File: config.mk
export PLATFORM = sky130hd
export DESIGN_NAME = gsm_tdm_feeder
export DESIGN_NICKNAME = d
export VERILOG_FILES = /design/src/rtl/gsm_pkg.sv /design/src/rtl/gsm_cell_fifo.sv /design/src/rtl/gsm_tdm_feeder.sv
export SDC_FILE = /design/constraint.sdc
export NUM_CORES = 2
export LEC_CHECK = 0
export ABC_AREA = 1
export CORE_ASPECT_RATIO = 0.75
export CORE_MARGIN = 5
export CORE_UTILIZATION = 27
export DETAILED_ROUTE_END_ITERATION = 10
export SYNTH_ARGS = -nofsm -noshare
export SYNTH_HDL_FRONTEND = slang
export SYNTH_SLANG_ARGS = --single-unit
File: constraint.sdc
create_clock -name clk_320M -period 17.05 [get_ports clk_320M]
set_clock_uncertainty 0.05 [all_clocks]
set_input_delay 3.41 -clock clk_320M [delete_from_list [all_inputs] [get_ports clk_320M]]
set_output_delay 3.41 -clock clk_320M [all_outputs]
set_load 0.02 [all_outputs]
File: src/rtl/gsm_pkg.sv
// Shared constants and helpers for the grouped-shared-memory switch feeder.
// Slot indices are LOG_MWIDTH wide so the slot counter wraps mod MWIDTH for free.
package gsm_pkg;
  localparam int MWIDTH     = 4;
  localparam int LOG_MWIDTH = 2;
  localparam int DWIDTH     = 128;

  typedef logic [LOG_MWIDTH-1:0] slot_t;

  typedef enum logic {ST_ALIGN, ST_RUN} align_st_e;

  function automatic logic [MWIDTH-1:0] slot_onehot(input slot_t s);
    logic [MWIDTH-1:0] one;
    one = MWIDTH'(1);
    return one << s;
  endfunction
endpackage

File: src/rtl/gsm_cell_fifo.sv
// Single-clock cell FIFO with occupancy count; push/pop are self-gated by full/empty.
module gsm_cell_fifo #(
  parameter int DW = 128,
  parameter int AW = 2
) (
  input  logic          clk_320M,
  input  logic          rst_n,
  input  logic          clr_i,
  input  logic          push_i,
  input  logic [DW-1:0] data_i,
  input  logic          pop_i,
  output logic [DW-1:0] data_o,
  output logic [AW:0]   count_o,
  output logic          ready_o,
  output logic          empty_o
);
  localparam int DEPTH = 1 << AW;
  localparam logic [AW:0] FULL_CNT = (AW+1)'(DEPTH);

  logic [DW-1:0] mem_q [DEPTH];
  logic [AW-1:0] wr_ptr_q, rd_ptr_q;
  logic [AW:0]   count_q;
  logic          do_push, do_pop;

  // Ready depends only on the current count: a full FIFO stays not-ready
  // even in a cycle where it is being popped.
  assign ready_o = (count_q != FULL_CNT);
  assign empty_o = (count_q == '0);
  assign do_push = push_i & ready_o;
  assign do_pop  = pop_i & ~empty_o;

  always_ff @(posedge clk_320M or negedge rst_n) begin
    if (!rst_n) begin
      wr_ptr_q <= '0;
      rd_ptr_q <= '0;
      count_q  <= '0;
    end else if (clr_i) begin
      wr_ptr_q <= '0;
      rd_ptr_q <= '0;
      count_q  <= '0;
    end else begin
      if (do_push) wr_ptr_q <= wr_ptr_q + 1'b1;
      if (do_pop)  rd_ptr_q <= rd_ptr_q + 1'b1;
      count_q <= count_q + (AW+1)'(do_push) - (AW+1)'(do_pop);
    end
  end

  always_ff @(posedge clk_320M) begin
    if (do_push) mem_q[wr_ptr_q] <= data_i;
  end

  assign data_o  = mem_q[rd_ptr_q];
  assign count_o = count_q;
endmodule

File: src/rtl/gsm_tdm_feeder.sv
// Per-port cell buffering and TDM slot rotation onto the 320 MHz common bus,
// phase-locked to the 80 MHz ingress path by i_phase_sync.
module gsm_tdm_feeder
  import gsm_pkg::*;
#(
  parameter int BUF_AWIDTH = 2,
  parameter int DATA_DELAY = 1
) (
  input  logic                  clk_320M,
  input  logic                  rst_n,
  input  logic                  clr_320M,
  input  logic                  i_phase_sync,
  input  logic [MWIDTH-1:0]     i_cell_valid,
  input  logic [DWIDTH-1:0]     i_cell_data0,
  input  logic [DWIDTH-1:0]     i_cell_data1,
  input  logic [DWIDTH-1:0]     i_cell_data2,
  input  logic [DWIDTH-1:0]     i_cell_data3,
  output logic [MWIDTH-1:0]     o_cell_ready,
  output logic [MWIDTH-1:0]     o_common_sel,
  output logic [DWIDTH-1:0]     o_common_wr_data,
  output logic                  o_common_valid,
  output logic [BUF_AWIDTH:0]   o_buf_count0,
  output logic [BUF_AWIDTH:0]   o_buf_count1,
  output logic [BUF_AWIDTH:0]   o_buf_count2,
  output logic [BUF_AWIDTH:0]   o_buf_count3,
  output logic                  o_sync_err
);
  align_st_e st_q, st_d;
  slot_t     slot_q, slot_d;
  logic      err_q, err_d;

  logic [MWIDTH-1:0][DWIDTH-1:0]   cell_in, head;
  logic [MWIDTH-1:0][BUF_AWIDTH:0] count;
  logic [MWIDTH-1:0]               empty, pop;
  logic                            pop_any;
  logic [DWIDTH-1:0]               pop_data;

  always_comb begin
    st_d   = st_q;
    slot_d = slot_q;
    err_d  = err_q;
    case (st_q)
      ST_ALIGN: begin
        if (i_phase_sync) begin
          st_d   = ST_RUN;
          slot_d = '0;
        end
      end
      ST_RUN: begin
        // A sync landing on the last slot is the expected alignment point and
        // coincides with the natural wrap; anywhere else it is a phase slip.
        if (i_phase_sync && (slot_q != slot_t'(MWIDTH-1))) begin
          err_d  = 1'b1;
          slot_d = '0;
        end else begin
          slot_d = slot_q + 1'b1;
        end
      end
      default: st_d = ST_ALIGN;
    endcase
  end

  always_ff @(posedge clk_320M or negedge rst_n) begin
    if (!rst_n) begin
      st_q   <= ST_ALIGN;
      slot_q <= '0;
      err_q  <= 1'b0;
    end else if (clr_320M) begin
      st_q   <= ST_ALIGN;
      slot_q <= '0;
      err_q  <= 1'b0;
    end else begin
      st_q   <= st_d;
      slot_q <= slot_d;
      err_q  <= err_d;
    end
  end

  assign o_common_sel = (st_q == ST_RUN) ? slot_onehot(slot_q) : '0;
  assign o_sync_err   = err_q;

  assign cell_in = {i_cell_data3, i_cell_data2, i_cell_data1, i_cell_data0};
  assign pop     = o_common_sel & ~empty;
  assign pop_any = |pop;

  for (genvar n = 0; n < MWIDTH; n++) begin : g_port
    gsm_cell_fifo #(.DW(DWIDTH), .AW(BUF_AWIDTH)) u_fifo (
      .clk_320M (clk_320M),
      .rst_n    (rst_n),
      .clr_i    (clr_320M),
      .push_i   (i_cell_valid[n]),
      .data_i   (cell_in[n]),
      .pop_i    (pop[n]),
      .data_o   (head[n]),
      .count_o  (count[n]),
      .ready_o  (o_cell_ready[n]),
      .empty_o  (empty[n])
    );
  end

  always_comb begin
    pop_data = '0;
    if (pop_any) pop_data = head[slot_q];
  end

  if (DATA_DELAY == 0) begin : g_nodly
    assign o_common_wr_data = pop_data;
    assign o_common_valid   = pop_any;
  end else begin : g_dly
    logic [DWIDTH-1:0] data_q;
    logic              vld_q;
    always_ff @(posedge clk_320M or negedge rst_n) begin
      if (!rst_n) begin
        data_q <= '0;
        vld_q  <= 1'b0;
      end else if (clr_320M) begin
        data_q <= '0;
        vld_q  <= 1'b0;
      end else begin
        data_q <= pop_data;
        vld_q  <= pop_any;
      end
    end
    assign o_common_wr_data = data_q;
    assign o_common_valid   = vld_q;
  end

  assign o_buf_count0 = count[0];
  assign o_buf_count1 = count[1];
  assign o_buf_count2 = count[2];
  assign o_buf_count3 = count[3];
endmodule
* After elaboration in Yosys (flattened, before gate mapping)
Memory sizes are Yosys's and may differ from the RTL's.
Index checks and enable logic that the tools add are counted.
** Cells by class
- Reduce and logical (&&, ||, !) cells :: 17
- Add/subtract/negate cells :: 17
- Bitwise gates (word level) :: 15
- Order comparisons :: 1
- Equality and inequality tests :: 6
- Muxes and demuxes :: 44
- Shift-type cells :: 1
** Operator list (number)
- $mux 128 :: 3
- $bmux 128 s2 :: 1
- $mux 2 :: 19
- $reduce_bool 2->1 :: 10
- $add 2x1->2 const B :: 9
- $mux 1 :: 15
- $ne 3x3->1 const B :: 5
- $add 3x1->3 :: 4
- $logic_not 3->1 :: 4
- $mux 3 :: 4
- $sub 3x1->3 :: 4
- $and 1x1->1 :: 8
- $not 1->1 :: 5
- $and 4x4->4 :: 1
- $mux 4 :: 1
- $not 4->4 :: 1
- $pmux 2 s2 :: 1
- $reduce_or 4->1 :: 1
- $shl 1x2->4 const A :: 1
- $lt 2x3->1 const B :: 1
- $ne 2x2->1 const B :: 1
- $reduce_and 2->1 :: 1
- $logic_and 1x1->1 :: 1
** Word-level totals
- Logic and storage cells :: 122
- Output and inout bits :: 150
- Register bits after elaboration :: 161
- Memories kept :: 4
- RAM bits :: 2048
- Bits of input ports :: 520
** Memory list
- g_port[0].u_fifo.mem_q :: words 4, bits a word 128, rd ports 1, clocked after memory_dff 0, write ports 1, line gsm_cell_fifo.sv:20 : logic [DW-1:0] mem_q [DEPTH];
- g_port[1].u_fifo.mem_q :: words 4, bits a word 128, rd ports 1, clocked after memory_dff 0, write ports 1, line gsm_cell_fifo.sv:20
- g_port[2].u_fifo.mem_q :: words 4, bits a word 128, rd ports 1, clocked after memory_dff 0, write ports 1, line gsm_cell_fifo.sv:20
- g_port[3].u_fifo.mem_q :: words 4, bits a word 128, rd ports 1, clocked after memory_dff 0, write ports 1, line gsm_cell_fifo.sv:20

* Longest topological paths before layout
- Depth in word-level cells :: 6
- Mapped depth :: 16
- Depth with buffers taken out :: 13

* Cells and area by module
Synthesis repeated with hierarchy kept, for this count alone.
** Unflattened totals
- Cells, all modules :: 6874
- Area, all modules :: 88297.2 um^2
** By module, submodules not included
- gsm_cell_fifo :: cells each 1299, times used 4, area each 19494.9 um^2
- gsm_tdm_feeder :: cells each 1678, times used 1, area each 10317.4 um^2

* Least setup slack after synthesis
Ideal clock, no wire load.
- Kind :: input port to flip-flop
- Start :: input i_cell_valid[2]
- End :: memory g_port[2].u_fifo.mem_q[0][0], enable pin
- Setup time :: 617 ps
- Required time :: 16383 ps
- Setup slack :: 7479 ps
- Arrival time :: 8903 ps
- Stages :: 2
- Path buffers :: 0
- Path through :: nand2_1 > nor2_1
** Between the ends
- Word-level cells in the longest chain between the ends :: 3
** Ends and longest elaborated chain
- start: declaration :: line gsm_tdm_feeder.sv:13 : input logic [MWIDTH-1:0] i_cell_valid,
- $and 1x1->1 :: line gsm_cell_fifo.sv:29 : assign do_push = push_i & ready_o;
- $mux 1 :: line gsm_cell_fifo.sv:49 : if (do_push) mem_q[wr_ptr_q] <= data_i;
- $mux 1 (not written as such) :: line gsm_cell_fifo.sv:49
- end: declaration :: line gsm_cell_fifo.sv:20
Every way passes these cells.

* Worst setup path in the final report
- Start :: register slot_q[0]
- End :: output o_common_sel[3]
** Between the ends
- Word-level cells in the longest chain between the ends :: 2
** Ends and longest elaborated chain
- start: declaration :: line gsm_tdm_feeder.sv:29 : slot_t slot_q, slot_d;
- start signal: assignment :: line gsm_tdm_feeder.sv:74 : slot_q <= slot_d;
- $shl 1x2->4 :: line gsm_pkg.sv:15 : return one << s;
- $mux 4 :: line gsm_tdm_feeder.sv:79 : assign o_common_sel = (st_q == ST_RUN) ? slot_onehot(slot_q) : '0;
- end: declaration :: line gsm_tdm_feeder.sv:19 : output logic [MWIDTH-1:0] o_common_sel,
Every way passes these cells.

==> flow_metrics.tcl <==
set metrics [dict create \
    root_buffer "clkbuf_16" \
    power_frac_comb_pct 12.4 \
    min_period_ns 6.88 \
    p_leak_nw 39.6 \
    grt_pass1_vias 56200 \
    cts_made_buffers 226 \
    initial_core_util_pct 27.1 \
    cts_resized 0 \
    startpoint_type "flop" \
    setup_slack_ns 10.17 \
    yosys_warnings 0 \
    cts.path.max_buffers 4 \
    ys_ff_latch 2209 \
    fin_util_pct 32.7 \
    synth_nets 8075 \
    synth_edf_count 2048 \
    setup_tns_ns 0 \
    post_drt_wl_per_cell_um 22.8 \
    maxCapViolations 0 \
    cp.required_ns 13.59 \
    grt_max_degree 169 \
    drt-total-wl_um 288000 \
    grt_pass1_wl_um 404000 \
    status "completed" \
    pre_cts_ws_ns 9.76 \
    drc_errors 0 \
    synth_ff_type "edfxtp_1" \
    drt.antenna.violating_nets 0 \
    stdcell_count 12600 \
    synth.area.top_cells "edfxtp_1 69%, nand2_1 10%, nand3_1 7.8%" \
    pwr-share-seq_pct 50.1 \
    maxSlewHeadroom_pct 16.1 \
    die-area_sq_um 341000 \
    max_stage_delay_ns 0.81 \
    yosys.cell_types.count 26 \
    synth_commonest_cells "2428 x nand2_1, 2048 x edfxtp_1, 1389 x nand3_1" \
    antenna_found_initial 150 \
    grt_usage_pct 16.2 \
    rows 182 \
    rsz0062_at_grt "false" \
    post-route-period-util_pct 40.4 \
    tritoncts "done" \
    fmax_ghz 0.145 \
    clock_latency_ns 0.89 \
    cts_setup_buffers 0 \
    worstPathArrival_ns 3.42 \
    htreeDepth 4 \
    dr_total_vias 58300 \
    overflow 0 \
    endpoint_kind "output port" \
    clock-sinks 2209 \
    reg2reg_depth 12 \
    switching_share_pct 25.9 \
    critical_path_peak_fanout 42 \
    syn_area_per_cell_sq_um 11.8 \
    place_congestion 0.805 \
    drtPass1Iterations 5 \
    setup_viol 0 \
    p_int_mw 9.82 \
    dp_cells 12200 \
    finalHoldViolCount 0 \
    holdBufCountCts 0 \
    netlist_area_sq_um 88900 \
    r2r_setup_slack_ns 12.60 \
    syn2layout_area_growth_pct 20.7 \
    synth-async-reset-ratio_pct 7.29 \
    io_buffers 669 \
    seq_area_frac_synth_pct 73.7 \
    hp-class "flop to flop" \
    path_class "flop to output port" \
    synthDominantCellAreaShare_pct 69.2 \
    slew_viol_final 0 \
    path_clk_slew_ns 0.06 \
    fin_total_pwr_mw 13.2 \
    io-pin-count 670 \
    num-nets-final 8610 \
    core_sq_um 328000 \
    endpoint "o_common_sel[3]" \
    drive_gt1_share_pct 8.05 \
    tightest_slew_ns 1.26 \
    power.density_nw_per_um2 124 \
    cpMaxStageDelayCell "dfrtp_4" \
    synth.most_common_cell "nand2_1" \
    p_clk_share_pct 37.5 \
    drt_iter0_markers 5480 \
    crit_chain "buf_4 > ha_1 > nand2_1 > inv_2 > clkdlybuf4s50_1" \
    r2r-end "o_common_wr_data[5]$_DFF_PN0_" \
    die_w_um 673 \
    via_per_inst 4.61 \
    hpwl_um 190000 \
    yosysTopAreaCell "edfxtp_1" \
    power.switching_mw 3.43 \
    r2r-start "slot_q[0]$_DFFE_PN0P_" \
    die_h_um 507 \
    syn_inst 7523 \
    cp-startpoint "slot_q[0]$_DFFE_PN0P_" \
    ir_drop_uv 86.5 \
]
[state kept, by name, indices dropped and copies added, names as in the netlist]
register,cells
g_port.u_fifo.mem_q,2048
o_common_wr_data,128
g_port.u_fifo.count_o,12
g_port.u_fifo.rd_ptr_q,8
g_port.u_fifo.wr_ptr_q,8
slot_q,2
o_common_valid,1
o_sync_err,1
st_q,1
[placed cells by master, fill, tap and decap left out, types with 2 or more instances in the layout]
cell type | synthesis | final
inv_1 | 365 | 361
clkinvlp_4 | 0 | 5
fa_1 | 4 | 4
clkbuf_8 | 0 | 18
clkbuf_1 | 121 | 47
dfrtp_4 | 0 | 10
nand2_2 | 101 | 101
clkinv_1 | 0 | 29
a21oi_1 | 157 | 157
edfxtp_1 | 2048 | 2048
buf_12 | 11 | 8
nand3_1 | 1389 | 1389
clkinv_2 | 0 | 49
clkinv_4 | 0 | 2
inv_8 | 0 | 9
clkinv_16 | 0 | 2
o21ai_0 | 8 | 8
diode_2 | 0 | 65
nand2_1 | 2428 | 2428
clkbuf_16 | 0 | 226
clkdlybuf4s50_1 | 0 | 668
inv_2 | 10 | 4
xor2_1 | 8 | 8
a211oi_1 | 4 | 4
buf_4 | 19 | 77
clkinv_8 | 0 | 4
nor2_4 | 1 | 17
nor2_1 | 257 | 241
dfrtp_1 | 161 | 151
xnor2_1 | 4 | 4
nor2_2 | 100 | 100
inv_16 | 0 | 3
bufinv_16 | 0 | 22
ha_1 | 28 | 28
inv_6 | 0 | 5
[metrics by stage]
stage          area [sq um]  hold WS, ns
2_1_floorplan         88900        0.521
3_3_place_gp          99700        0.431
3_5_place_dp          99700        0.444
4_1_cts              107000        0.472
5_1_grt              107000        0.523
6_report             107000        0.468
[layout make-up]
class,instances,area (sq um)
fillers,32200,221000
flip-flops and latches,2209,65600
multi-input cells,4492,19800
repair buffers,754,7440
clock buffers,291,6080
well taps,4324,5410
inverters,375,1470
clock inverters,120,1300
diodes,65,163
[critical path: cells and delay by family, from the launching register on]
family | cells | cell delay (ns)
adder cells (fa/ha/maj) | 1 | 0.28
buffers and inverters | 3 | 1.35
flip-flops | 1 | 0.81
AND/OR/NAND/NOR | 1 | 0.07
[power by group through the flow]
| stage | clock network [mW] | logic, mW | registers, mW |
|---|---|---|---|
| after floorplan | 0 | 0.873 | 6.83 |
| after global placement | 0 | 1.66 | 6.73 |
| after detailed placement | 0 | 1.70 | 6.75 |
| after CTS | 5.08 | 1.71 | 6.63 |
| after global routing | 5.31 | 1.82 | 6.67 |
| final | 4.97 | 1.65 | 6.63 |
[worst min path at each step]
stage                                                  start                                        to  depth (start not counted)
global placement                      o_sync_err$_DFFE_PN0P_                    o_sync_err$_DFFE_PN0P_                          2
detailed placement                    o_sync_err$_DFFE_PN0P_                    o_sync_err$_DFFE_PN0P_                          2
finish                                o_sync_err$_DFFE_PN0P_                    o_sync_err$_DFFE_PN0P_                          2
global route                          o_sync_err$_DFFE_PN0P_                    o_sync_err$_DFFE_PN0P_                          2
CTS                                   o_sync_err$_DFFE_PN0P_                    o_sync_err$_DFFE_PN0P_                          2
floorplan           g_port[0].u_fifo.wr_ptr_q[1]$_DFFE_PN0P_  g_port[0].u_fifo.wr_ptr_q[1]$_DFFE_PN0P_                          2
[cell families (layout without fill, tap and decap cells)]
family	after synthesis	after routing	share of synthesized area [%]
xor gates and xnor gates	12	12	0.118
other	0	65	0
adders and majority gates	32	32	0.484
buffers and inverters	822	1540	4.10
and+or+nand+nor	4277	4277	20.6
DFF	2209	2209	73.7
AOI/OAI and AO/OA	171	171	0.983
[layer usage]
metal	up-vias	global-route usage, %	part of all wire, %
met4	72	5.80	3.5
met5	-	0	0.16
li1	26900	-	-
met1	28800	19.7	38
met3	472	4.41	8.3
met2	2046	27.7	50
Note: power is estimated with default switching activity, not from simulation.
